**config.mk**
```make
export PLATFORM = sky130hd
export DESIGN_NAME = osc_phase_reader_flat
export DESIGN_NICKNAME = d
export VERILOG_FILES = /design/src/rtl/ising_pkg.sv /design/src/rtl/osc_phase_reader_if.sv /design/src/rtl/osc_sync.sv /design/src/rtl/osc_phase_reader.sv /design/src/flat_wrapper.sv
export SDC_FILE = /design/constraint.sdc
export NUM_CORES = 1
export LEC_CHECK = 0
export CAP_MARGIN = 20
export CORE_MARGIN = 2
export CORE_UTILIZATION = 40
export CTS_CLUSTER_DIAMETER = 120
export DETAILED_ROUTE_END_ITERATION = 7
export GPL_ROUTABILITY_DRIVEN = 1
export SYNTH_ARGS = -nofsm -noshare
export SYNTH_HDL_FRONTEND = slang
export SYNTH_SLANG_ARGS = --single-unit
```
**constraint.sdc**
```tcl
create_clock -name clk -period 1.9 [get_ports clk]
set_clock_uncertainty 0.2 [all_clocks]
set_input_delay 0.38 -clock clk [delete_from_list [all_inputs] [get_ports clk]]
set_output_delay 0.38 -clock clk [all_outputs]
set_load 0.01 [all_outputs]
```
**src/rtl/ising_pkg.sv**
```systemverilog
// Shared definitions for the Ising array readout path: FSM states,
// synchronizer depth and the spin decode rule.
package ising_pkg;

   typedef enum logic [1:0] {
      IDLE,
      SETTLE,
      MEASURE,
      DONE
   } state_t;

   localparam int SYNC_DEPTH    = 2;
   localparam int SETTLE_CYCLES = SYNC_DEPTH;

   // Strict majority of in-phase samples; an exact tie reads as anti-phase.
   function automatic logic spin_decode(int unsigned cnt, int unsigned window);
      return (2 * cnt) > window;
   endfunction

endpackage

```
**src/rtl/osc_phase_reader_if.sv**
```systemverilog
// Host-side request/result handshake of the oscillator phase reader.
interface osc_phase_reader_if #(
   parameter int N     = 4,
   parameter int CNT_W = 9
);
   logic               start;
   logic               busy;
   logic               spins_valid;
   logic               spins_ready;
   logic [N-1:0]       spins;
   logic [N*CNT_W-1:0] agree_cnt;

   modport master (
      output start, spins_ready,
      input  busy, spins_valid, spins, agree_cnt
   );

   modport slave (
      input  start, spins_ready,
      output busy, spins_valid, spins, agree_cnt
   );
endinterface

```
**src/rtl/osc_sync.sv**
```systemverilog
// Two-flop synchronizer bank for asynchronous oscillator outputs.
module osc_sync #(
   parameter int WIDTH = 1
) (
   input  logic             clk,
   input  logic             rst,
   input  logic [WIDTH-1:0] d,
   output logic [WIDTH-1:0] q
);
   logic [WIDTH-1:0] meta;

   always_ff @(posedge clk) begin
      if (rst) begin
         meta <= '0;
         q    <= '0;
      end else begin
         meta <= d;
         q    <= meta;
      end
   end
endmodule

```
**src/rtl/osc_phase_reader.sv**
```systemverilog
// Counts per-oscillator phase agreement with oscillator 0 over a fixed
// window and publishes the decoded spin vector through a valid/ready handshake.
module osc_phase_reader
   import ising_pkg::*;
#(
   parameter int N      = 4,
   parameter int WINDOW = 256,
   parameter int CNT_W  = $clog2(WINDOW + 1)
) (
   input  logic         clk,
   input  logic         rst,
   input  logic [N-1:0] osc_in,
   osc_phase_reader_if.slave bus
);
   logic [N-1:0]       osc_s;
   state_t             state;
   logic [1:0]         settle_cnt;
   logic [CNT_W-1:0]   sample_cnt;
   logic [CNT_W-1:0]   cnt [N];
   logic               busy_q;
   logic               valid_q;
   logic [N-1:0]       spins_q;
   logic [N*CNT_W-1:0] agree_q;

   osc_sync #(.WIDTH(N)) u_sync (
      .clk (clk),
      .rst (rst),
      .d   (osc_in),
      .q   (osc_s)
   );

   always_ff @(posedge clk) begin
      if (rst) begin
         state      <= IDLE;
         settle_cnt <= '0;
         sample_cnt <= '0;
         busy_q     <= 1'b0;
         valid_q    <= 1'b0;
         spins_q    <= '0;
         agree_q    <= '0;
         for (int unsigned i = 0; i < N; i++) cnt[i] <= '0;
      end else begin
         case (state)
            IDLE: begin
               if (bus.start) begin
                  state      <= SETTLE;
                  busy_q     <= 1'b1;
                  settle_cnt <= '0;
                  sample_cnt <= '0;
                  for (int unsigned i = 0; i < N; i++) cnt[i] <= '0;
               end
            end
            SETTLE: begin
               if (settle_cnt == 2'(SETTLE_CYCLES - 1)) state <= MEASURE;
               else settle_cnt <= settle_cnt + 2'd1;
            end
            MEASURE: begin
               // WINDOW counting cycles, then one extra cycle to register the result.
               if (sample_cnt != CNT_W'(WINDOW)) begin
                  sample_cnt <= sample_cnt + 1'b1;
                  for (int unsigned i = 0; i < N; i++)
                     cnt[i] <= cnt[i] + CNT_W'(osc_s[i] == osc_s[0]);
               end else begin
                  for (int unsigned i = 0; i < N; i++) begin
                     agree_q[i*CNT_W +: CNT_W] <= cnt[i];
                     spins_q[i] <= spin_decode(int'(cnt[i]), WINDOW);
                  end
                  valid_q <= 1'b1;
                  state   <= DONE;
               end
            end
            DONE: begin
               if (bus.spins_ready) begin
                  valid_q <= 1'b0;
                  busy_q  <= 1'b0;
                  state   <= IDLE;
               end
            end
            default: state <= IDLE;
         endcase
      end
   end

   assign bus.busy        = busy_q;
   assign bus.spins_valid = valid_q;
   assign bus.spins       = spins_q;
   assign bus.agree_cnt   = agree_q;
endmodule

```
**src/flat_wrapper.sv**
```systemverilog
// flat-port wrapper written by rule: the top's interface ports become plain ports
module osc_phase_reader_flat import ising_pkg::*;
#(
   parameter int N      = 4,
   parameter int WINDOW = 256,
   parameter int CNT_W  = $clog2(WINDOW + 1)
)
  (clk, rst, osc_in, bus_start, bus_spins_ready, bus_busy, bus_spins_valid, bus_spins, bus_agree_cnt);
  osc_phase_reader_if #(.N(N), .CNT_W(CNT_W)) bus_i ();
  input  logic clk;
  input  logic rst;
  input  logic [N-1:0] osc_in;
  input wire logic [$bits(bus_i.start)-1:0] bus_start;
  input wire logic [$bits(bus_i.spins_ready)-1:0] bus_spins_ready;
  output wire logic [$bits(bus_i.busy)-1:0] bus_busy;
  output wire logic [$bits(bus_i.spins_valid)-1:0] bus_spins_valid;
  output wire logic [$bits(bus_i.spins)-1:0] bus_spins;
  output wire logic [$bits(bus_i.agree_cnt)-1:0] bus_agree_cnt;
  assign bus_i.start = bus_start;
  assign bus_i.spins_ready = bus_spins_ready;
  assign bus_busy = bus_i.busy;
  assign bus_spins_valid = bus_i.spins_valid;
  assign bus_spins = bus_i.spins;
  assign bus_agree_cnt = bus_i.agree_cnt;
  osc_phase_reader #(.N(N), .WINDOW(WINDOW), .CNT_W(CNT_W)) u_core (.clk(clk), .rst(rst), .osc_in(osc_in), .bus(bus_i));
endmodule
```
==> flow_metrics.tcl, run 1 <==
set metrics [dict create \
    hp-start "rst" \
    die_w_um 109 \
    coreArea_mm2 0.0108 \
    power.density_mw_per_mm2 963 \
    r2r_end "u_core.cnt[3][1]" \
    crit_path_max_fanout 5 \
    clockBufferDepth 2 \
    vdd_drop_max_v 0.000433 \
    drt_iter0_markers 97 \
    cp_num_buf_inv 0 \
    drt-pass1-iter-count 4 \
    hold_path.class "in2reg" \
    grt_max_degree 32 \
    setup_ws_ns -0.0773 \
    critPathKind "reg2reg" \
    grt_pass1_wl_mm 16.1 \
    worst_pin_slew_ns 0.423 \
    synth_edf_count 27 \
    max_stage_delay_ns 0.55 \
    cts_hold_buf 0 \
    reg2reg_from "u_core.sample_cnt[6]" \
    maxCapViolCount 0 \
    wl_per_cell_um 14.2 \
    final_common_cell "nand2_1" \
    syn_area_per_cell_um2 9.31 \
    rsz0062_at_grt "yes" \
    antenna_found_initial 0 \
    setup_violations 44 \
    synthesis.nets 502 \
    slew_headroom_pct 71.8 \
    violations "negative setup slack" \
    multi_input_area_mm2 0.00227 \
    wl_mm 10.0 \
    yosys_register_bits 99 \
    ant_nets 0 \
    die_height_um 109 \
    num-fill-cells 1028 \
    cp-end-kind "flop" \
    insertion_delay_ns 0.38 \
    fmax_ghz 0.506 \
    min_period_over_period_pct 104 \
    regArea_mm2 0.00226 \
    drc 0 \
    placed_cell_area_mm2 0.00538 \
    vias 3589 \
    design_area_mm2 0.00587 \
    crit_chain "or4_4, o21ai_2, nor2_1, and2_1" \
    cp_data_arrival_time_ns 1.91 \
    synth_cell_types 50 \
    vias_per_cell 5.08 \
    crit_slowest_cell "or4_4" \
    final_cell_mix "nand2_1 (91), dfxtp_1 (69), a21oi_1 (40), clkdlybuf4s50_1 (40), buf_4 (37)" \
    slew_viol_final 0 \
    row_count 38 \
    overflow 0 \
    die_area_mm2 0.0120 \
    initial_core_util_pct 41.1 \
    fin_nets 586 \
    crit_family "simple AND/OR/NAND/NOR gates" \
    worstPathRequired_ns 1.83 \
    gp_congestion 0.837 \
    clock-root-buffer "clkbuf_8" \
    cts_tree "built" \
    clock-sinks 99 \
    hold_violations 0 \
    cts_inserted_buffers 9 \
    syn2layout_area_growth_pct 31.8 \
    ys.warnings.count 0 \
    drive_gt1_share_pct 19.6 \
    netlist_area_mm2 0.00445 \
    synthFlopType "dfxtp_1" \
    yosysSeqAreaShare_pct 50.6 \
    period_minus_slack_ns 1.98 \
    ff2ff_path_depth 4 \
    h-tree-depth 3 \
    synthCells 478 \
    grt_usage_pct 17.2 \
    clkTransAtPathRegs_ns 0.09 \
    outcome "finished, violations left" \
    p_leak_nw 2.19 \
    boundaryPins 50 \
    grt_pass1_vias 3362 \
    hold_path_depth 2 \
    hpwl_mm 6.73 \
    ys_async_sr_fraction_pct 0 \
    io_buffers 49 \
    cp-start-kind "flop" \
    whs_ns 0.108 \
    hold_end "u_core.state[0]" \
    reg2reg_slack_ns -0.08 \
    insertedDiodeCount 0 \
]
what timing repair did:
action | 4_1_cts | 5_1_grt
pin swaps | 1 | 6
gates resized for setup | 14 | 36
endpoints found under the hold margin | 0 | 0
endpoints found under the setup margin | 83 | 121
setup buffers | 0 | 2
cloned | 0 | 4
cell families (layout without fill, tap and decap cells):
logic type / count (synthesis) / after routing / share of synthesized area (%)
multiplexers: 5 / 5 / 1.15
XOR/XNOR: 28 / 28 / 5.51
flip-flops: 99 / 99 / 50.6
adder cells (fa/ha/maj): 16 / 16 / 4.50
AO/OA/AOI/OAI: 84 / 84 / 11.3
buffers and inverters: 33 / 122 / 3.82
AND/OR/NAND/NOR: 213 / 213 / 23.1
power breakdown:
part	switching, mW	total [mW]	leakage, nW	internal, mW
logic	0.833	1.55	1.22	0.714
registers	0.327	2.81	0.878	2.48
clock network	0.741	1.30	0.0948	0.559
final cells by class:
| cell class | count | area share, % |
|---|---|---|
| Multi-Input combinational cell | 346 | 38.7 |
| Inverter | 10 | 0.640 |
| Timing Repair Buffer | 96 | 16.0 |
| Clock buffer | 11 | 2.60 |
| Tap cell | 140 | 2.98 |
| Clock inverter | 5 | 0.597 |
| Sequential cell | 99 | 38.4 |
through the flow:
stage / worst slack, ns / TNS (ns) / util [%] / std cells / total power [mW]
after floorplan: 0.000507 / 0 / - / 478 / 3.68
final: -0.0773 / -1.09 / 54.1 / 707 / 5.65
after detailed placement: -0.217 / -6.56 / 49.6 / 685 / 4.15
after global routing: -0.139 / -7.53 / 54.1 / 707 / 5.99
after CTS: -0.0663 / -1.40 / 51.8 / 701 / 5.46
after global placement: -0.125 / -2.85 / 49.6 / 685 / 4.11
cell usage after synthesis, types with 4 or more instances:
master / instances / area (um^2)
nand2_1: 94 / 353
dfxtp_1: 72 / 1440
a21oi_1: 47 / 235
nor2_1: 35 / 131
edfxtp_1: 27 / 811
xor2_1: 21 / 184
ha_1: 16 / 200
nand3_1: 15 / 75.1
clkbuf_1: 12 / 45.0
inv_1: 10 / 37.5
nand4_1: 10 / 62.6
nor2b_1: 10 / 62.6
nor3_1: 10 / 50.1
and2_1: 8 / 50.1
o21a_1: 8 / 60.1
and3_1: 7 / 43.8
xnor2_1: 7 / 61.3
a31oi_1: 6 / 37.5
a211oi_1: 5 / 37.5
and4_1: 5 / 43.8
buf_6: 5 / 56.3
nor4_1: 5 / 31.3
o21ai_0: 5 / 25.0
buf_2: 4 / 20.0
mux2i_1: 4 / 40.0
nand2b_1: 4 / 25.0
how the worst max path moves through the flow:
stage                              start                  endpoint  slack (ns)  cells past startpoint
floorplan                u_core.state[0]      u_core.sample_cnt[8]      0.0005                      7
global placement               bus_start      u_core.settle_cnt[1]       -0.13                      6
detailed placement             bus_start           u_core.state[1]       -0.22                      5
CTS                 u_core.sample_cnt[6]  u_core.bus.agree_cnt[26]       -0.07                      6
global route        u_core.sample_cnt[6]           u_core.state[1]       -0.14                      5
finish              u_core.sample_cnt[6]          u_core.cnt[3][1]       -0.08                      4
per-layer routing:
| metal | vias to the layer above | global-route usage [%] | part of all wire, % |
|---|---|---|---|
| li1 | 1834 | - | - |
| met1 | 1702 | 22.8 | 48 |
| met2 | 41 | 27.5 | 48 |
| met3 | 12 | 3.68 | 2.6 |
| met4 | 0 | 6.78 | 1.6 |
| met5 | - | 0 | 0 |
sequential cells by signal, indices dropped and copies added (netlist names), 2 cells and up:
register / flops
u_core.u_sync.meta: 4
u_core.state: 2
u_core.sample_cnt: 9
u_core.settle_cnt: 2
u_core.bus.spins: 4
u_core.cnt: 36
u_core.bus.agree_cnt: 36
u_core.u_sync.q: 4
Note: power is estimated with default switching activity, not from simulation.
==> run 2, diff against run 1 <==
Settings changed: GPL_ROUTABILITY_DRIVEN 1 to not set.
==> results of run 2 <==
No change in the layout: final DEF, timing and power equal those of run 1.
==> run 3, diff against run 2 <==
Settings changed: CTS_BUF_LIST set to sky130_fd_sc_hd__clkbuf_4 sky130_fd_sc_hd__clkbuf_8 sky130_fd_sc_hd__clkbuf_16.
==> run 3 against run 2 <==
Against the previous run:
- the flow still finishes with violations (negative setup slack)
- first-iteration DRC count fell by 19%
- critical path depth did not move
- fmax rose by 0.19%
- critical path type unchanged
- critical endpoint unchanged
==> flow_metrics.tcl, run 3 (synthesis results as in run 1) <==
set metrics [dict create \
    outcome "finished, violations left" \
    violations "negative setup slack" \
    min_period_over_period_pct 104 \
    insertion_delay_ns 0.38 \
    sw_frac_of_total_pct 33.6 \
    cp_data_arrival_time_ns 1.91 \
    placed_cell_area_mm2 0.00538 \
    setup_violations 39 \
    vias_per_cell 5.08 \
    wl_per_cell_um 14.3 \
    crit_slowest_cell "or4_4" \
    cts_tree "built" \
    slew_viol_final 0 \
    insertedDiodeCount 0 \
    period_minus_slack_ns 1.97 \
    clock-sinks 99 \
    io_buffers 49 \
    grt_max_degree 32 \
    cts_inserted_buffers 9 \
    die_height_um 109 \
    final_common_cell "nand2_1" \
    hold_violations 0 \
    cp-start-kind "flop" \
    cp-end-kind "flop" \
    grt_pass1_vias 3387 \
    clockBufferDepth 2 \
    coreArea_mm2 0.0108 \
    post-place-cells 685 \
    wl_mm 10.1 \
    overflow 0 \
    worst_pin_slew_ns 0.423 \
    crit_path_max_fanout 5 \
    cts_hold_buf 0 \
    final_cells 707 \
    clkTransAtPathRegs_ns 0.09 \
    seqPwrFrac_pct 49.6 \
    gp_congestion 0.837 \
    ant_nets 0 \
    vdd_drop_max_v 0.000432 \
    initial_core_util_pct 41.1 \
    vias 3592 \
    maxCapViolCount 0 \
    syn2layout_area_growth_pct 31.9 \
    crit_chain "or4_4, o21ai_2, nor2_1, and2_1" \
    boundaryPins 50 \
    rsz0062_at_grt "yes" \
    drc 0 \
    die_w_um 109 \
    clock-root-buffer "clkbuf_8" \
    num-fill-cells 1031 \
    hpwl_mm 6.73 \
    slew_headroom_pct 71.8 \
    combPwrFrac_pct 27.3 \
    grt_usage_pct 17.3 \
    die_area_mm2 0.0120 \
    row_count 38 \
    worstPathRequired_ns 1.83 \
    design_area_mm2 0.00587 \
    hold_path.class "in2reg" \
    grt_pass1_wl_mm 16.1 \
    fmax_ghz 0.507 \
    drt-pass1-iter-count 4 \
    h-tree-depth 3 \
    drive_gt1_share_pct 19.8 \
    power.density_mw_per_mm2 965 \
    drt_iter0_markers 79 \
    critPathKind "reg2reg" \
    p_leak_nw 2.20 \
    pre_cts_ws_ns -0.217 \
    finish.utilization_pct 54.2 \
    setup_ws_ns -0.0735 \
    p_clk_share_pct 23.2 \
    antenna_found_initial 0 \
    power.internal_mw 3.77 \
    fin_nets 586 \
    p_switching_mw 1.90 \
    final_cell_mix "nand2_1 (91), dfxtp_1 (69), a21oi_1 (40), clkdlybuf4s50_1 (40), buf_4 (37)" \
    max_stage_delay_ns 0.55 \
]
[run 3: power groups by stage]
stage | Combinational (mW) | Sequential (mW) | Clock [mW]
floorplan | 0.928 | 2.75 | 0
global placement | 1.29 | 2.82 | 0
detailed placement | 1.32 | 2.83 | 0
CTS | 1.33 | 2.79 | 1.36
global route | 1.73 | 2.85 | 1.43
finish | 1.55 | 2.81 | 1.31
[run 3: path summary, 6_finish.rpt]
kind         cells past startpoint            endpoint  slack, ns             startpoint
min reg2reg                      1  u_core.u_sync.q[3]       0.24  u_core.u_sync.meta[3]
max reg2reg                      4    u_core.cnt[3][1]      -0.07   u_core.sample_cnt[6]
min                              2     u_core.state[0]       0.11                    rst
max                              4    u_core.cnt[3][1]      -0.07   u_core.sample_cnt[6]
[run 3: layer usage]
metal / vias to the layer above / wire [um] / GRT usage [%]
met5: - / 0 / 0
met4: 0 / 162 / 6.78
met3: 12 / 275 / 3.68
met2: 46 / 4820 / 27.8
met1: 1697 / 4820 / 22.8
li1: 1837 / - / -
[run 3: stage by stage]
step | TNS [ns] | total power, mW | hold slack [ns]
2_1_floorplan | 0 | 3.68 | 0.214
3_3_place_gp | -2.85 | 4.11 | 0.221
3_5_place_dp | -6.56 | 4.15 | 0.224
4_1_cts | -1.40 | 5.48 | 0.0842
5_1_grt | -7.40 | 6.01 | 0.116
6_report | -0.960 | 5.67 | 0.108
[run 3: what timing repair did]
action / CTS / global route
setup buffers: 0 / 2
gates resized for setup: 14 / 36
setup endpoints to repair: 83 / 121
gates cloned: 0 / 4
pin swaps: 1 / 6
[run 3: layout make-up]
cell class / instances / area (um^2) / area share [%]
Clock buffer: 11 / 156 / 2.66
Clock inverter: 5 / 35.0 / 0.597
Inverter: 10 / 37.5 / 0.639
Multi-Input combinational cell: 346 / 2270 / 38.7
Sequential cell: 99 / 2260 / 38.4
Tap cell: 140 / 175 / 2.98
Timing Repair Buffer: 96 / 940 / 16.0
[run 3: worst max-delay path, delay by kind of cell (launching register included)]
kind / cells / cell delay, ns
flip-flops: 1 / 0.32
AND/OR/NAND/NOR: 3 / 0.91
AO/OA/AOI/OAI: 1 / 0.30
